## src/rtl/clk_10k_monitor.sv

```systemverilog
// rtl/clk_10k_monitor.sv - period, range, loss-of-clock and lock monitor for the 10 kHz sequencing clock
module clk_10k_monitor #(
    parameter int CNT_W      = 16,
    parameter int NOM_PERIOD = 5000,
    parameter int TOL        = 50,
    parameter int TIMEOUT    = 10000,
    parameter int LOCK_CNT   = 4
) (
    input  logic             clk_sys,
    input  logic             rst,
    input  logic             en,
    input  logic             clk_in,
    output logic [CNT_W-1:0] period_out,
    output logic             period_valid,
    output logic             period_ok,
    output logic             clk_lost,
    output logic             clk_locked
);
    localparam int                LOCK_W   = $clog2(LOCK_CNT + 1);
    localparam logic [CNT_W-1:0]  MIN_P    = CNT_W'(NOM_PERIOD - TOL);
    localparam logic [CNT_W-1:0]  MAX_P    = CNT_W'(NOM_PERIOD + TOL);
    localparam logic [CNT_W-1:0]  TMO      = CNT_W'(TIMEOUT);
    localparam logic [LOCK_W-1:0] LOCK_MAX = LOCK_W'(LOCK_CNT);

    typedef enum logic [1:0] {
        IDLE      = 2'd0,
        WAIT_EDGE = 2'd1,
        MEASURE   = 2'd2
    } state_t;

    state_t            state;
    state_t            state_nxt;
    logic              s1;
    logic              s2;
    logic              s3;
    logic              rise;
    logic [CNT_W-1:0]  cnt;
    logic [CNT_W-1:0]  cnt_nxt;
    logic [CNT_W-1:0]  cnt_inc;
    logic [LOCK_W-1:0] lock_cnt;
    logic [LOCK_W-1:0] lock_cnt_nxt;
    logic [LOCK_W-1:0] lock_inc;
    logic [CNT_W-1:0]  period_out_nxt;
    logic              period_valid_nxt;
    logic              period_ok_nxt;
    logic              clk_lost_nxt;
    logic              clk_locked_nxt;
    logic              in_range;
    logic              timed_out;

    assign rise      = s2 & ~s3;
    assign cnt_inc   = (cnt == '1) ? cnt : cnt + CNT_W'(1);
    assign lock_inc  = (lock_cnt == LOCK_MAX) ? lock_cnt : lock_cnt + LOCK_W'(1);
    assign in_range  = (cnt >= MIN_P) && (cnt <= MAX_P);
    assign timed_out = (cnt == TMO);

    always_ff @(posedge clk_sys) begin
        if (rst) begin
            s1           <= 1'b0;
            s2           <= 1'b0;
            s3           <= 1'b0;
            state        <= IDLE;
            cnt          <= '0;
            lock_cnt     <= '0;
            period_out   <= '0;
            period_valid <= 1'b0;
            period_ok    <= 1'b0;
            clk_lost     <= 1'b0;
            clk_locked   <= 1'b0;
        end else begin
            s1           <= clk_in;
            s2           <= s1;
            s3           <= s2;
            state        <= state_nxt;
            cnt          <= cnt_nxt;
            lock_cnt     <= lock_cnt_nxt;
            period_out   <= period_out_nxt;
            period_valid <= period_valid_nxt;
            period_ok    <= period_ok_nxt;
            clk_lost     <= clk_lost_nxt;
            clk_locked   <= clk_locked_nxt;
        end
    end

    always_comb begin
        state_nxt = state;
        if (!en) begin
            state_nxt = IDLE;
        end else begin
            case (state)
                IDLE:      state_nxt = WAIT_EDGE;
                WAIT_EDGE: if (rise) state_nxt = MEASURE;
                MEASURE:   if (!rise && timed_out) state_nxt = WAIT_EDGE;
                default:   state_nxt = IDLE;
            endcase
        end
    end

    // A rise always takes priority over the timeout in the same cycle.
    always_comb begin
        cnt_nxt          = cnt_inc;
        lock_cnt_nxt     = lock_cnt;
        period_out_nxt   = period_out;
        period_valid_nxt = 1'b0;
        period_ok_nxt    = period_ok;
        clk_lost_nxt     = clk_lost;
        clk_locked_nxt   = clk_locked;
        if (!en || state == IDLE) begin
            cnt_nxt        = '0;
            lock_cnt_nxt   = '0;
            clk_lost_nxt   = 1'b0;
            clk_locked_nxt = 1'b0;
        end else if (rise) begin
            cnt_nxt = CNT_W'(1);
            if (state == WAIT_EDGE) begin
                clk_lost_nxt = 1'b0;
            end else begin
                period_out_nxt   = cnt;
                period_valid_nxt = 1'b1;
                period_ok_nxt    = in_range;
                if (in_range) begin
                    lock_cnt_nxt   = lock_inc;
                    clk_locked_nxt = (lock_inc == LOCK_MAX);
                end else begin
                    lock_cnt_nxt   = '0;
                    clk_locked_nxt = 1'b0;
                end
            end
        end else if (timed_out) begin
            cnt_nxt        = '0;
            lock_cnt_nxt   = '0;
            clk_lost_nxt   = 1'b1;
            clk_locked_nxt = 1'b0;
        end
    end
endmodule

```

## config.mk

```make
export PLATFORM = sky130hd
export DESIGN_NAME = clk_10k_monitor
export DESIGN_NICKNAME = d
export VERILOG_FILES = /design/src/rtl/clk_10k_monitor.sv
export SDC_FILE = /design/constraint.sdc
export NUM_CORES = 1
export LEC_CHECK = 0
export ABC_AREA = 0
export BUFFER_PORTS_ARGS = -buffer_cell sky130_fd_sc_hd__buf_2
export CORE_ASPECT_RATIO = 1.2
export CORE_MARGIN = 1
export CORE_UTILIZATION = 57
export CTS_CLUSTER_SIZE = 30
export DETAILED_ROUTE_END_ITERATION = 10
export PLACE_DENSITY = 0.81
export SYNTH_ARGS = -nofsm -noshare
export SYNTH_HDL_FRONTEND = slang
export SYNTH_SLANG_ARGS = --single-unit
```

## constraint.sdc

```tcl
create_clock -name clk_sys -period 2 [get_ports clk_sys]
set_input_delay 0.6 -clock clk_sys [delete_from_list [all_inputs] [get_ports clk_sys]]
set_output_delay 0.6 -clock clk_sys [all_outputs]
set_load 0.05 [all_outputs]
```

* Word-level counts from Yosys, hierarchy flattened *
Cells that the tools add are included.

word-level totals
  register bits = 44
  input port bits = 4
  logic and storage cells = 67

cells by class
  add/sub/neg operators = 2
  order comparisons = 2
  equality and inequality tests = 11
  muxes and demuxes = 19
  bitwise logic cells = 6
  reduce and logical (&&, ||, !) cells = 15

operator list
  operator                                                          number
  adder 16 x 1 -> 16 bit, second input constant                     1
  == test 16 x 14 -> 1 bit, second input constant                   1
  == test 16 bit, second input constant                             1
  >= comparator 16 x 13 -> 1 bit, second input constant             1
  less-or-equal comparator 16 x 13 -> 1 bit, second input constant  1
  2-to-1 mux 3 bit                                                  5
  2-to-1 mux 1 bit                                                  11
  == test 3 bit, second input constant                              2
  inequality test 2 bit, second input constant                      3
  one-hot mux 2 bit (3 select lines)                                1
  AND reduction 2 bit                                               3
  NOT 1 bit                                                         5
  2-to-1 mux 2 bit                                                  2
  OR reduction 2 bit                                                2
  OR reduction 4 bit                                                1
  adder 3 x 1 -> 3 bit, second input constant                       1
  inequality test 3 bit, second input constant                      1
  AND reduction 3 bit                                               1
  OR reduction 3 bit                                                1
  == test 2 x 1 -> 1 bit, second input constant                     1
  == test 2 bit, second input constant                              1
  logical AND 1 bit                                                 2
  zero test 1 bit                                                   2
  zero test 2 bit                                                   1
  other kinds (4)                                                   4

* Logic depth before layout (Yosys ltp) *
  depth after elaboration = 6
  depth in mapped cells = 7
  mapped depth without buffers = 7

* Least setup slack after synthesis *
OpenSTA, ideal clock, no wires.

  kind = flip-flop to flip-flop
  start = register cnt[2]
  end = register lock_cnt[2]
  setup time = 70 ps
  arrival = 1763 ps
  required time = 1930 ps
  slack = 167 ps
  cell stages (with the launch flop) = 7
  period minus slack after synthesis = 1833 ps
  cells stage by stage = dfxtp_1 buf_6 or2_1 or4_4 a2111oi_4 a21oi_1 a21oi_1

between the ends
  cells in the longest elaborated chain, start to end = 5
  elaborated cells between the ends (all ways) = 9

RTL lines
  element                                                                                      line  text
  start: declaration                                                                           37    logic [CNT_W-1:0] cnt;
  start signal: assignment                                                                     75    cnt <= cnt_nxt;
  >= comparator 16 x 13 -> 1 bit or less-or-equal comparator 16 x 13 -> 1 bit (tied branches)  54    assign in_range = (cnt >= MIN_P) && (cnt <= MAX_P);
  logical AND 1 bit                                                                            54
  2-to-1 mux 3 bit                                                                             121   if (in_range) begin
  2-to-1 mux 3 bit                                                                             115   if (state == WAIT_EDGE) begin
  2-to-1 mux 3 bit                                                                             113   end else if (rise) begin
  end signal: assignment                                                                       76    lock_cnt <= lock_cnt_nxt;
  end: declaration                                                                             40    logic [LOCK_W-1:0] lock_cnt;

Several ways; a longest one is shown, not always the timed one. The select of a mux whose other input is x is not followed.
A chain may end at the register's enable or synchronous reset.

* Final worst setup path *
  start = register cnt[15]
  end = register cnt[6]

between the ends
  cells in the longest elaborated chain, start to end = 2
  elaborated cells between the ends (all ways) = 3

RTL lines
  element                              line  text
  == test 16 x 14 -> 1 bit             55    assign timed_out = (cnt == TMO);
  OR reduction 4 bit (no source line)  --

Several ways; a longest one is shown, not always the timed one.

==> key figures <==
Outcome
  – Outcome: finished clean

Routing
  – DRT iter0 DRCs: 99
  – Routed Antenna Nets: 0
  – Total Wirelength: 4.083 mm
  – Drt wl/cell: 12.96 µm
  – DR vias: 1789
  – Vias/cell: 5.679
  – DR pass1 iterations: 4
  – DRC viols: 0

STA
  – RSZ-0062 raised after global routing: false
  – Min Tclk post-route: 1.890 ns
  – Worst Tran Pin Value: 0.4554 ns
  – Final WS setup: 0.1101 ns
  – Clock skew: 0.006664 ns
  – Worst slew margin: 0.6936
  – Fin Hold WS: 0.4499 ns
  – Period utilization: 0.9449
  – Final setup fails: 0
  – Max-slew violations: 0
  – Setup_tns: 0 ns
  – Fmax: 529.1 MHz
  – Final hold vios: 0

Pwr
  – Pwr dens: 690.7 nW/µm²
  – Peak supply drop: 0.0008870 V
  – Leakage: 0.8752 nW

Layout
  – Most frequent cells in the layout: nand2_1 (47), dfxtp_1 (43), a21oi_1 (29)
  – Fillers: 292
  – Most common cell after layout, fill and taps aside: nand2_1
  – ANT cells: 0
  – Post-layout util: 0.6979
  – Final nets: 286
  – Area grow syn2layout: 16.86%
  – Share of cells above drive strength 1: 0.1906

Worst setup path
  – Crit path from: cnt[15]
  – Worst flop-to-flop path startpoint: cnt[15]
  – WP data arrival: 2.08 ns
  – Buf/Inv on CP: 1
  – Worst r2r path cells: 5
  – Largest stage delay on the critical path: 0.41 ns
  – Worst-path maximum fanout: 7
  – CP startpoint kind: flip-flop
  – Setup CP Type: reg2reg
  – Slowest CP cell: or3_1
  – CP Capture Type: flip-flop
  – CP Depth: 5
  – WP data required: 2.19 ns
  – Worst setup path endpoint: cnt[6]
  – CP top delay family: simple AND/OR/NAND/NOR gates
  – Reg2Reg Setup Slack: 0.11 ns
  – Reg2reg end: cnt[6]
  – CP cell instances: or3_1 > nor4_1 > a211o_1 > buf_4 > nor2_1

Yosys
  – Ys async rst share: 0
  – Post-Synth Simple-Gate Area: 0.2564
  – XOR/XNOR share of the synthesized area: 0.03920
  – Synth Register Bits: 44
  – Post-synthesis mux area share: 0.01493
  – Top post-synthesis cells by area: dfxtp_1 (44%), nand2_1 (8.8%), a21oi_1 (7.2%)
  – Synth Area in Compound Gates: 0.1724
  – Ys flop type: dfxtp_1
  – Yosys cell types: 38
  – Largest family of logic cells by synthesized area: simple AND/OR/NAND/NOR gates
  – Adder-Cell Fraction of Synth Area: 0.03111
  – Yosys top cell by area: dfxtp_1
  – Number of synthesized flops with an enable pin: 0
  – Syn avg cell area: 8.173 µm²
  – Post-Syn Area: 2011 µm²
  – Synth Instances: 246
  – Post-Syn Nets: 255
  – Synthesis warning total: 0
  – Sequential cell area fraction in the yosys report: 0.4381
  – Top cell type's share of synthesized area: 0.4381

Die
  – Ports: 24
  – Initial cell density of the core: 0.5972
  – Die area: 3770 µm²
  – Die height: 67.06 µm
  – CORE AREA: 3367 µm²
  – Horiz. Die Dim: 56.22 µm
  – Cell row count: 23

Place
  – Port bufs: 23
  – GPL Wtd Cong: 0.9355
  – Detailed-placement wirelength estimate: 2.964 mm
  – Setup WS pre-CTS: 0.1063 ns

Clock tree
  – Root Driver: clkbuf_8
  – Clock sinks: 44
  – Clock latency on the worst-skew pair: 0.30 ns
  – Clock Path Buffers: 2
  – Worst-path clk slew: 0.08 ns
  – CTS tree: done
  – TritonCTS Buffers: 5
  – H-tree depth: 2

Global route
  – Overflow after GRT: 0
  – Vias in the first global route: 1499
  – Total Routing Usage GR: 0.2272
  – First-pass GRT wire length: 6.617 mm
  – Largest net degree at the start of global routing: 22
  – Number of antenna violations at the first check in global routing: 0

Job
  – Max_cap viols: 0

Hold path
  – Hold WC Path Type: reg2reg
-- final cells by class --
cell class / instances / area (µm²) / area share
Clock inverter: 2 / 38.79 / 0.01651
Multi-Input combinational cell: 180 / 1035 / 0.4404
Inverter: 6 / 22.52 / 0.009585
Timing Repair Buffer: 40 / 242.7 / 0.1033
Tap cell: 37 / 46.29 / 0.01970
Clock buffer: 6 / 82.58 / 0.03514
Sequential cell: 44 / 882.1 / 0.3754
-- synthesized netlist by cell type, types with 2 or more instances --
cell type and n:
nand2_1 47, dfxtp_1 44, a21oi_1 29, nor2_1 18, clkbuf_1 10, xnor2_1 9, nand3_1 7, o21ai_0 7
inv_1 6, nand4_1 6, nor2b_1 6, nor3_1 6, buf_2 5, ha_1 5, a211oi_1 4, nand3b_1 4
a31oi_1 3, and3_1 3, mux2i_1 3, o21a_1 3, a21boi_0 2, nor4_1 2, or3_1 2
-- state kept, by name, summed over array words and instances (netlist names), 2 cells and up --
name	cells
state	2
period_out	16
cnt	16
lock_cnt	3
-- per-layer routing --
layer,wire [µm],global-route usage
met5,0,0
met4,53,0.08232
met3,175,0.05437
met2,2041,0.3869
met1,1813,0.2792
-- kinds of logic after synthesis --
| kind of cell | after synthesis |
|---|---|
| simple gates | 108 |
| flops | 44 |
| fa+ha+maj | 5 |
| buf+inv | 22 |
| mux | 3 |
| compound gates | 55 |
| xor+xnor | 9 |
-- power by group --
group / total, mW / switching (mW) / internal, mW / leakage [nW]
logic: 0.0325 / 0.0193 / 0.0132 / 0.458
clock network: 0.707 / 0.299 / 0.408 / 0.0614
registers: 0.883 / 0.00363 / 0.880 / 0.356
-- how the worst min path moves through the flow --
| stage | from | to | slack [ns] | cells past startpoint |
|---|---|---|---|---|
| detailed placement | period_out[11] | period_out[11] | 0.44 | 2 |
| finish | s1 | s2 | 0.45 | 1 |
| floorplan | s1 | s2 | 0.41 | 1 |
| global placement | s1 | s2 | 0.42 | 1 |
| global route | s1 | s2 | 0.47 | 1 |
| CTS | period_out[11] | period_out[11] | 0.45 | 2 |
-- worst reg2reg max path, stage by stage (launching register included) --
cell and delay (ns):
dfxtp_1 0.36, or3_1 0.41, nor4_1 0.36, a211o_1 0.39, buf_4 0.21, nor2_1 0.05
-- through the flow --
step / cells / instance area (µm²) / power, mW
finish: 315 / 2350 / 1.623
global route: 315 / 2350 / 1.665
CTS: 315 / 2347 / 1.635
detailed placement: 307 / 2226 / 0.9362
global placement: 307 / 2226 / 0.9354
floorplan: 246 / 2011 / 0.9229
-- what timing repair did --
item                                    4_1_cts  5_1_grt
resized for setup                             0        3
buffers inserted                              0        0
hold buffers                                  0        0
hold endpoints to repair                      0        0
endpoints found under the setup margin        0        6
(Power assumes the default switching activity.)
